### config.mk
export PLATFORM = sky130hd
export DESIGN_NAME = alu_issue_queue
export DESIGN_NICKNAME = d
export VERILOG_FILES = /design/src/rtl/alu_issue_queue.sv
export SDC_FILE = /design/constraint.sdc
export NUM_CORES = 1
export LEC_CHECK = 0
export CAP_MARGIN = 20
export CORE_UTILIZATION = 52
export DETAILED_ROUTE_END_ITERATION = 10
export PLACE_DENSITY = 0.88
export SLEW_MARGIN = 10
export SYNTH_ARGS = -nofsm -noshare
export SYNTH_HDL_FRONTEND = slang
export SYNTH_SLANG_ARGS = --single-unit
### constraint.sdc
create_clock -name clk -period 3.5 [get_ports clk]
set_clock_uncertainty 0.2 [all_clocks]
set_input_delay 0.35 -clock clk [delete_from_list [all_inputs] [get_ports clk]]
set_output_delay 0.35 -clock clk [all_outputs]
set_load 0.02 [all_outputs]
### src/rtl/alu_issue_queue.sv
// Command FIFO feeding an external combinational ALU, with a one-entry
// registered result stage using valid/ready handshakes on both sides.
module alu_issue_queue #(
  parameter int DEPTH = 4
) (
  input  logic       clk,
  input  logic       rst,
  input  logic       cmd_valid,
  output logic       cmd_ready,
  input  logic [3:0] cmd_a,
  input  logic [3:0] cmd_b,
  input  logic [1:0] cmd_sel,
  output logic [3:0] alu_a,
  output logic [3:0] alu_b,
  output logic [1:0] alu_sel,
  input  logic [3:0] alu_result,
  output logic       res_valid,
  input  logic       res_ready,
  output logic [3:0] res_data,
  output logic [1:0] res_sel,
  output logic [3:0] cmd_count
);

  localparam int PW = $clog2(DEPTH);
  localparam logic [PW-1:0] LAST = PW'(DEPTH - 1);
  localparam logic [3:0] FULL = 4'(DEPTH);

  logic [3:0]    qa [DEPTH];
  logic [3:0]    qb [DEPTH];
  logic [1:0]    qs [DEPTH];
  logic [PW-1:0] head;
  logic [PW-1:0] tail;
  logic          empty;
  logic          push;
  logic          issue;

  assign empty     = (cmd_count == '0);
  assign cmd_ready = (cmd_count < FULL);
  assign push      = cmd_valid && cmd_ready;
  // The result stage frees up in the same cycle it is consumed.
  assign issue     = !empty && (!res_valid || res_ready);

  always_comb begin
    alu_a   = '0;
    alu_b   = '0;
    alu_sel = '0;
    if (!empty) begin
      alu_a   = qa[head];
      alu_b   = qb[head];
      alu_sel = qs[head];
    end
  end

  always_ff @(posedge clk) begin
    if (push) begin
      qa[tail] <= cmd_a;
      qb[tail] <= cmd_b;
      qs[tail] <= cmd_sel;
    end
  end

  always_ff @(posedge clk or posedge rst) begin
    if (rst) begin
      head      <= '0;
      tail      <= '0;
      cmd_count <= '0;
    end else begin
      if (push) begin
        tail <= (tail == LAST) ? '0 : tail + PW'(1);
      end
      if (issue) begin
        head <= (head == LAST) ? '0 : head + PW'(1);
      end
      if (push && !issue) begin
        cmd_count <= cmd_count + 4'd1;
      end else if (issue && !push) begin
        cmd_count <= cmd_count - 4'd1;
      end
    end
  end

  always_ff @(posedge clk or posedge rst) begin
    if (rst) begin
      res_valid <= 1'b0;
      res_data  <= '0;
      res_sel   <= '0;
    end else if (issue) begin
      res_valid <= 1'b1;
      res_data  <= alu_result;
      res_sel   <= alu_sel;
    end else if (res_valid && res_ready) begin
      res_valid <= 1'b0;
    end
  end

endmodule

==> results of run 1 <==
-- kinds of logic after synthesis --
| group | after synthesis | synth area share, % |
|---|---|---|
| fa+ha+maj | 9 | 4.97 |
| compound gates | 9 | 2.74 |
| mux | 20 | 16.3 |
| simple gates | 29 | 7.92 |
| xor+xnor | 2 | 0.725 |
| buf+inv | 11 | 2.17 |
| flops | 55 | 65.2 |
-- metrics by stage --
stage | setup slack (ns) | std cells | hold slack [ns] | utilization [%]
floorplan | 0.862 | 135 | 0.0515 | -
global placement | 0.682 | 224 | 0.296 | 64.8
detailed placement | 0.483 | 224 | 0.302 | 64.8
CTS | 0.517 | 232 | 0.227 | 67.3
global route | 0.454 | 232 | 0.277 | 67.3
finish | 0.567 | 232 | 0.209 | 67.3
-- sequential cells by signal, indices dropped and copies added, names as in the netlist --
name,flops
qb,16
tail,2
head,2
qa,16
res_sel,2
qs,8
cmd_count,4
res_valid,1
res_data,4
-- cell type report --
type                    count  share of cell area, %
inverters                   7                  0.884
clock buffers               6                   2.44
multi-input cells          69                   26.5
clock inverters             2                   1.26
flip-flops and latches     55                   53.1
well taps                  52                   2.19
repair buffers             41                   13.6
-- metal layers --
layer  track usage [%]  up-vias  part of all wire, %
li1                  -      599                    -
met2              30.3       15                   52
met5                 0        -                    0
met3              3.46        6                  2.0
met1              24.0      638                   44
met4              7.33        0                  1.3
-- synthesized netlist by cell type --
master,count
or4_1,1
nand3b_1,2
nand2_1,3
mux2_2,1
xnor2_1,2
nand3_1,1
and2b_1,1
fa_1,1
mux4_1,7
a21o_1,1
o21ai_0,4
a21oi_1,1
mux4_2,3
nor2_1,3
or3_1,3
a211o_1,1
ha_1,8
mux2i_1,1
and2_1,4
buf_2,3
nor4_4,1
nor3b_2,1
edfxtp_1,40
o221ai_1,1
inv_1,7
nor2b_1,9
mux2_4,8
dfrtp_1,15
a21oi_4,1
buf_6,1
-- layout by cell type, fill, tap and decap left out, drive strengths merged, types with 4 or more instances in the layout --
cell,n
and2,4
clkbuf,6
clkdlybuf4s50,39
dfrtp,15
edfxtp,40
ha,8
inv,7
mux2,9
mux4,10
nor2b,9
o21ai,4
-- critical path: stages, from the launching register on --
cell and delay (ns):
dfrtp_1 0.73, mux4_1 0.64, and2b_1 0.18, clkdlybuf4s50_1 0.53
-- report_power, final --
part / total, W / switching [W] / internal (W)
registers: 0.000999 / 0.000157 / 0.000842
logic: 0.00115 / 0.000527 / 0.000627
clock network: 0.000407 / 0.000193 / 0.000213
-- worst paths after layout --
kind	from	to	slack, ns	cells past startpoint
setup / recovery	head[0]$_DFFE_PP0P_	alu_a[3]	0.57	3
hold / removal	rst	res_sel[1]$_DFFE_PP0P_	0.21	2
setup reg to reg	cmd_count[3]$_DFFE_PP0P_	cmd_count[3]$_DFFE_PP0P_	0.62	10
hold reg to reg	res_data[2]$_DFFE_PP0P_	res_data[2]$_DFFE_PP0P_	0.32	1
max in group asynchronous	rst	tail[0]$_DFFE_PP0P_	2.49	2
min in group clk	res_data[2]$_DFFE_PP0P_	res_data[2]$_DFFE_PP0P_	0.32	1
==> impl_metrics.json, run 1 <==
{
  "cts_sinks": 55,
  "crit_type": "reg -> out",
  "syn_avg_cell_area_um2": 17.9,
  "ys_warn_count": 0,
  "cap_violations": 0,
  "vias": 1258,
  "synth_top_area_share_pct": 49.7,
  "fin_area_um2": 2970,
  "clkSlewWorstSetupHoldPaths_ns": 0.10,
  "drive_gt1_share_pct": 13.3,
  "rsz0062_at_grt": "false",
  "drv_slew": 0,
  "multi_input_area_um2": 788,
  "grt_pass1_wl_um": 6710,
  "drc_errors": 0,
  "crit_fanout": 13,
  "root_buffer": "clkbuf_8",
  "initial_core_util_pct": 54.8,
  "diodes": 0,
  "finalPower_w": 0.00256,
  "finalSetupTns_ns": 0,
  "setup_viol": 0,
  "regArea_um2": 1580,
  "worstPathArrival_ns": 2.38,
  "wl_per_cell_um": 17.8,
  "dp_hpwl_um": 2980,
  "drtPass1Iterations": 4,
  "max_slew_margin_pct": 58.8,
  "cts_tree": "done",
  "boundaryPins": 40,
  "yosysSeqAreaShare_pct": 65.2,
  "cts-buffers-inserted": 5,
  "cts_hold_buf": 0,
  "via_per_inst": 5.42,
  "row_count": 24,
  "post_cts_buffers": 0,
  "synth_cell_types": 30,
  "antenna_found_initial": 0,
  "power_density_nw_per_um2": 862,
  "netlist_area_um2": 2420,
  "syn-num-nets": 162,
  "hp-class": "in -> async",
  "nets": 206,
  "dieWidth_um": 70.2,
  "grt_util_all_layers_pct": 18.3,
  "grt_max_degree": 18,
  "cts_resized": 0,
  "io_buffers": 39,
  "yosysTopAreaCell": "edfxtp_1",
  "status": "finished, final reports clean",
  "clk_latency_ns": 0.30,
  "timing.final.crit_share_pct": 83.8,
  "syn_inst": 135,
  "worstSetupStartpointType": "register",
  "ys_ff_latch": 55,
  "cp.required_ns": 2.95,
  "num-fill-cells": 288,
  "period_minus_slack_ns": 2.93,
  "drt-total-wl_um": 4140,
  "area_growth_pct": 22.9,
  "h-tree-depth": 2,
  "hold_viol_final": 0,
  "dieArea_um2": 4930,
  "critPathCaptureType": "output pin",
  "p_leak_nw": 1.11,
  "first_global_vias": 1316,
  "gp_routability_congestion": 0.638,
  "ir_worst_vdd_v": 0.000528,
  "die_height_um": 70.2,
  "max_freq_mhz": 341,
  "final_antenna_net_count": 0,
  "dr.first_iter.drc_count": 36,
  "grt_overflow": 0,
  "cts.path.max_buffers": 2,
  "core_um2": 4410,
  "placed_area_um2": 2860,
  "synth_area_leaders": "edfxtp_1 (50%), dfrtp_1 (16%), mux4_1 (7.6%)",
  "tightest_slew_ns": 0.618
}
No activity file was read; power rests on OpenSTA's default activity.
==> inputs of run 2 (changes only) <==
Clock period 3.5 ns to 2.82 ns, I/O delays scaled along.
==> impl_metrics.json, run 2 (synthesized netlist as in run 1, its figures left out) <==
{
  "status": "finished, final reports clean",
  "core_um2": 4410,
  "drc_errors": 0,
  "die_height_um": 70.2,
  "boundaryPins": 40,
  "hold_viol_final": 0,
  "ir_worst_vdd_v": 0.000605,
  "reg2reg_setup_slack_ns": 0.12,
  "wl_per_cell_um": 18.3,
  "worstSetupStartpointType": "register",
  "gp_routability_congestion": 0.738,
  "layout_common_cells": "edfxtp_1 (40), clkdlybuf4s50_1 (39), dfrtp_1 (12)",
  "power_density_nw_per_um2": 1040,
  "dieWidth_um": 70.2,
  "finalPower_w": 0.00310,
  "critPathCaptureType": "register",
  "setup_viol": 0,
  "worstReg2RegStart": "cmd_count[2]$_DFFE_PP0P_",
  "io_buffers": 39,
  "path_cells": "nor4_4 -> a21oi_4 -> inv_1 -> ha_2 -> inv_1 -> ha_1 -> or4_1 -> nand3_1 -> o221ai_1",
  "drtPass1Iterations": 4,
  "cap_violations": 0,
  "cts-buffers-inserted": 5,
  "h-tree-depth": 2,
  "drive_gt1_share_pct": 16.5,
  "placed_area_um2": 2870,
  "nets": 208,
  "holdWs_ns": 0.149,
  "vias": 1303,
  "top_regs": "qa (16), qb (16), qs (8)",
  "clkSlewWorstSetupHoldPaths_ns": 0.09,
  "final_antenna_net_count": 0,
  "top_layer_used": "met4",
  "hp-class": "in -> async",
  "met1_length_um": 1760,
  "wl_met3_um": 113,
  "fin_area_um2": 2970,
  "critPathSlowestCell": "dfrtp_2",
  "dp_hpwl_um": 3090,
  "initial_core_util_pct": 54.8,
  "period_minus_slack_ns": 2.70,
  "cts_tree": "done",
  "layout_commonest_cell": "edfxtp_1",
  "clk_latency_ns": 0.30,
  "row_count": 24,
  "rsz0062_at_grt": "false",
  "timing.final.crit_share_pct": 95.8,
  "critical-path-max-stage-delay_ns": 0.47,
  "drv_slew": 0,
  "max_slew_margin_pct": 57.8,
  "grt_max_degree": 17,
  "cts_sinks": 55,
  "max_freq_mhz": 370,
  "dieArea_um2": 4930,
  "grt_util_all_layers_pct": 19.2,
  "crit_fanout": 6,
  "area_growth_pct": 22.8,
  "dr.first_iter.drc_count": 89,
  "cp.required_ns": 2.77,
  "route.met2.wl_um": 2370,
  "diodes": 0,
  "r2r_cells": 9,
  "startpoint": "cmd_count[2]$_DFFE_PP0P_",
  "root_buffer": "clkbuf_8",
  "post-route-util_pct": 67.2,
  "crit_type": "reg -> reg",
  "drt-total-wl_um": 4290,
  "grt_pass1_wl_um": 6960,
  "antenna_found_initial": 0,
  "num-fill-cells": 283,
  "cts.path.max_buffers": 2,
  "tightest_slew_ns": 0.633,
  "crit_top_cell": "inv_1",
  "first_global_vias": 1345,
  "via_per_inst": 5.57,
  "grt_overflow": 0,
  "p_leak_nw": 1.11,
  "r2r-end": "cmd_count[3]$_DFFE_PP0P_",
  "finalSetupTns_ns": 0,
  "worstPathArrival_ns": 2.66
}
## run 2: cell types whose count changed in the layout (fill, tap and decap cells not counted), sizes merged
cell    change
bufinv      -1
clkinv      +1
buf         +2
## run 2: layout make-up
class	instances	area, um2	area share [%]
Clock inverter	2	12.5	0.422
Inverter	7	26.3	0.885
Sequential cell	55	1580	53.2
Multi-Input combinational cell	69	791	26.6
Clock buffer	6	72.6	2.45
Timing Repair Buffer	43	420	14.2
Tap cell	52	65.1	2.19
## run 2: how the worst max path moves through the flow
stage	to	depth (start not counted)
global placement	cmd_count[3]$_DFFE_PP0P_	10
finish	cmd_count[3]$_DFFE_PP0P_	9
detailed placement	cmd_count[3]$_DFFE_PP0P_	10
floorplan	cmd_count[3]$_DFFE_PP0P_	9
CTS	cmd_count[3]$_DFFE_PP0P_	9
global route	cmd_count[3]$_DFFE_PP0P_	9
## run 2: critical path: cells and delay by family, from the launching register on
| kind | cells | cell delay (ns) |
|---|---|---|
| compound gates | 2 | 0.20 |
| buf+inv | 2 | 0.19 |
| simple gates | 3 | 0.90 |
| fa+ha+maj | 2 | 0.58 |
| flops | 1 | 0.47 |
## run 2: metal layers
layer | track usage, % | vias up
li1 | - | 607
met1 | 23.7 | 656
met2 | 33.8 | 35
met3 | 3.90 | 5
met4 | 6.67 | 0
met5 | 0 | -
## run 2: stage by stage
stage,worst slack (ns),cells
after CTS,0.0987,233
final,0.118,234
after global placement,0.257,225
after floorplan,0.182,135
after detailed placement,0.0715,225
after global routing,0.0234,234
## run 2: what timing repair did
| action | 4_1_cts | 5_1_grt |
|---|---|---|
| endpoints found under the setup margin | 8 | 1 |
| gates resized for setup | 1 | 3 |
| buffers inserted | 0 | 1 |
| hold endpoints to repair | 0 | 0 |
| hold buffers | 0 | 0 |
| pin swaps | 0 | 1 |
## run 2: power by group
part	internal [W]	switching, W
registers	0.00105	0.000192
logic	0.000787	0.000653
clock network	0.000174	0.000240
==> inputs of run 3 (changes only) <==
--- a/config.mk
+++ b/config.mk
@@ -10,5 +10,5 @@
 export DETAILED_ROUTE_END_ITERATION = 10
 export PLACE_DENSITY = 0.88
-export SLEW_MARGIN = 10
+export SLEW_MARGIN = 5
 export SYNTH_ARGS = -nofsm -noshare
 export SYNTH_HDL_FRONTEND = slang
--- a/constraint.sdc
+++ b/constraint.sdc
@@ -3,3 +3,3 @@
 set_input_delay 0.282 -clock clk [delete_from_list [all_inputs] [get_ports clk]]
 set_output_delay 0.282 -clock clk [all_outputs]
-set_load 0.02 [all_outputs]
+set_load 0.005 [all_outputs]
==> impl_metrics.json, run 3 (synthesized netlist as in run 1, its figures left out) <==
{
  "grt_util_all_layers_pct": 18.8,
  "top_regs": "qa (16), qb (16), qs (8)",
  "clkSlewWorstSetupHoldPaths_ns": 0.10,
  "finalPower_w": 0.00298,
  "critical-path-max-stage-delay_ns": 0.48,
  "vias": 1313,
  "max_freq_mhz": 373,
  "clk_latency_ns": 0.29,
  "cap_violations": 0,
  "crit_family": "simple AND/OR/NAND/NOR gates",
  "dr.first_iter.drc_count": 57,
  "path_cells": "nor4_4 -> a21oi_4 -> inv_1 -> ha_1 -> inv_1 -> ha_1 -> or4_1 -> nand3_1 -> o221ai_1",
  "period_minus_slack_ns": 2.68,
  "post-route-util_pct": 67.6,
  "dieArea_um2": 4930,
  "dieWidth_um": 70.2,
  "max_slew_margin_pct": 60.6,
  "worstPathArrival_ns": 2.65,
  "initial_core_util_pct": 54.8,
  "h-tree-depth": 2,
  "die_height_um": 70.2,
  "p_leak_nw": 1.12,
  "drv_slew": 0,
  "cp.required_ns": 2.79,
  "setup_viol": 0,
  "worstSetupStartpointType": "register",
  "power_density_nw_per_um2": 1000,
  "hold_viol_final": 0,
  "r2r_cells": 9,
  "ir_worst_vdd_v": 0.000454,
  "layout_commonest_cell": "edfxtp_1",
  "num-fill-cells": 300,
  "first_global_vias": 1425,
  "critPathSlowestCell": "dfrtp_1",
  "status": "finished, final reports clean",
  "worstReg2RegStart": "cmd_count[3]$_DFFE_PP0P_",
  "crit_fanout": 7,
  "cts_sinks": 55,
  "tightest_slew_ns": 0.590,
  "antenna_found_initial": 0,
  "finalSetupTns_ns": 0,
  "reg2reg_setup_slack_ns": 0.14,
  "critPathCaptureType": "register",
  "nets": 207,
  "diodes": 0,
  "grt_max_degree": 18,
  "wl_per_cell_um": 18.6,
  "grt_pass1_wl_um": 6930,
  "drtPass1Iterations": 4,
  "crit_type": "reg -> reg",
  "r2r-end": "cmd_count[3]$_DFFE_PP0P_",
  "layout_common_cells": "edfxtp_1 (40), clkdlybuf4s50_1 (39), dfrtp_1 (14)",
  "core_um2": 4410,
  "boundaryPins": 40,
  "hp-class": "in -> async",
  "drt-total-wl_um": 4320,
  "final_antenna_net_count": 0,
  "rsz0062_at_grt": "false",
  "grt_overflow": 0,
  "row_count": 24,
  "fin_area_um2": 2980,
  "drc_errors": 0,
  "cts_tree": "done",
  "cts_hold_buf": 0,
  "placed_area_um2": 2870,
  "root_buffer": "clkbuf_8",
  "area_growth_pct": 23.4,
  "dp_hpwl_um": 3100,
  "io_buffers": 39,
  "gp_routability_congestion": 0.690,
  "drive_gt1_share_pct": 14.9,
  "post_cts_buffers": 0,
  "cts-buffers-inserted": 5,
  "path_buf_inv": 2,
  "cts.path.max_buffers": 2,
  "timing.final.crit_share_pct": 95.1,
  "via_per_inst": 5.64
}
[run 3: where the power goes]
group          internal (W)  leakage (nW)  total (W)  switching (W)
logic              0.000781         0.528    0.00123       0.000453
clock network      0.000265        0.0581   0.000508       0.000243
registers           0.00105         0.536    0.00124       0.000196
[run 3: routing by layer]
| metal | vias to the layer above | wire length, um | part of all wire (%) | global-route usage (%) |
|---|---|---|---|---|
| li1 | 606 | - | - | - |
| met1 | 679 | 1710 | 40 | 21.3 |
| met2 | 26 | 2460 | 57 | 35.5 |
| met3 | 2 | 143 | 3.3 | 4.04 |
| met4 | 0 | 17 | 0.39 | 4.67 |
| met5 | - | 0 | 0 | 0 |
[run 3: metrics by stage]
| step | setup WS [ns] | std cells | hold slack, ns |
|---|---|---|---|
| 3_3_place_gp | 0.254 | 225 | 0.295 |
| 2_1_floorplan | 0.269 | 135 | -0.0165 |
| 6_report | 0.139 | 233 | 0.164 |
| 5_1_grt | 0.0151 | 233 | 0.221 |
| 3_5_place_dp | 0.128 | 225 | 0.308 |
| 4_1_cts | 0.162 | 233 | 0.185 |
[run 3: what timing repair did]
| action | CTS | global route |
|---|---|---|
| setup endpoints to repair | 1 | 0 |
| gates resized for setup | 1 | 0 |
| endpoints found under the hold margin | 0 | 0 |
[run 3: worst max path at each step]
stage / start / to / cells after the start / slack, ns
global placement: res_ready / cmd_count[3]$_DFFE_PP0P_ / 10 / 0.25
CTS: cmd_count[3]$_DFFE_PP0P_ / cmd_count[3]$_DFFE_PP0P_ / 9 / 0.16
detailed placement: res_ready / cmd_count[3]$_DFFE_PP0P_ / 10 / 0.13
floorplan: cmd_count[3]$_DFFE_PP0P_ / cmd_count[3]$_DFFE_PP0P_ / 9 / 0.27
finish: cmd_count[3]$_DFFE_PP0P_ / cmd_count[3]$_DFFE_PP0P_ / 9 / 0.14
global route: cmd_count[3]$_DFFE_PP0P_ / cmd_count[3]$_DFFE_PP0P_ / 9 / 0.02
[run 3: area by class of cell]
type / count / area (um2) / share of cell area [%]
clock buffer: 5 / 68.8 / 2.31
timing repair buffer: 42 / 413 / 13.8
sequential: 55 / 1580 / 52.9
inverter: 7 / 26.3 / 0.881
multi-input combinational: 69 / 788 / 26.4
clock inverter: 3 / 43.8 / 1.47
tap: 52 / 65.1 / 2.18
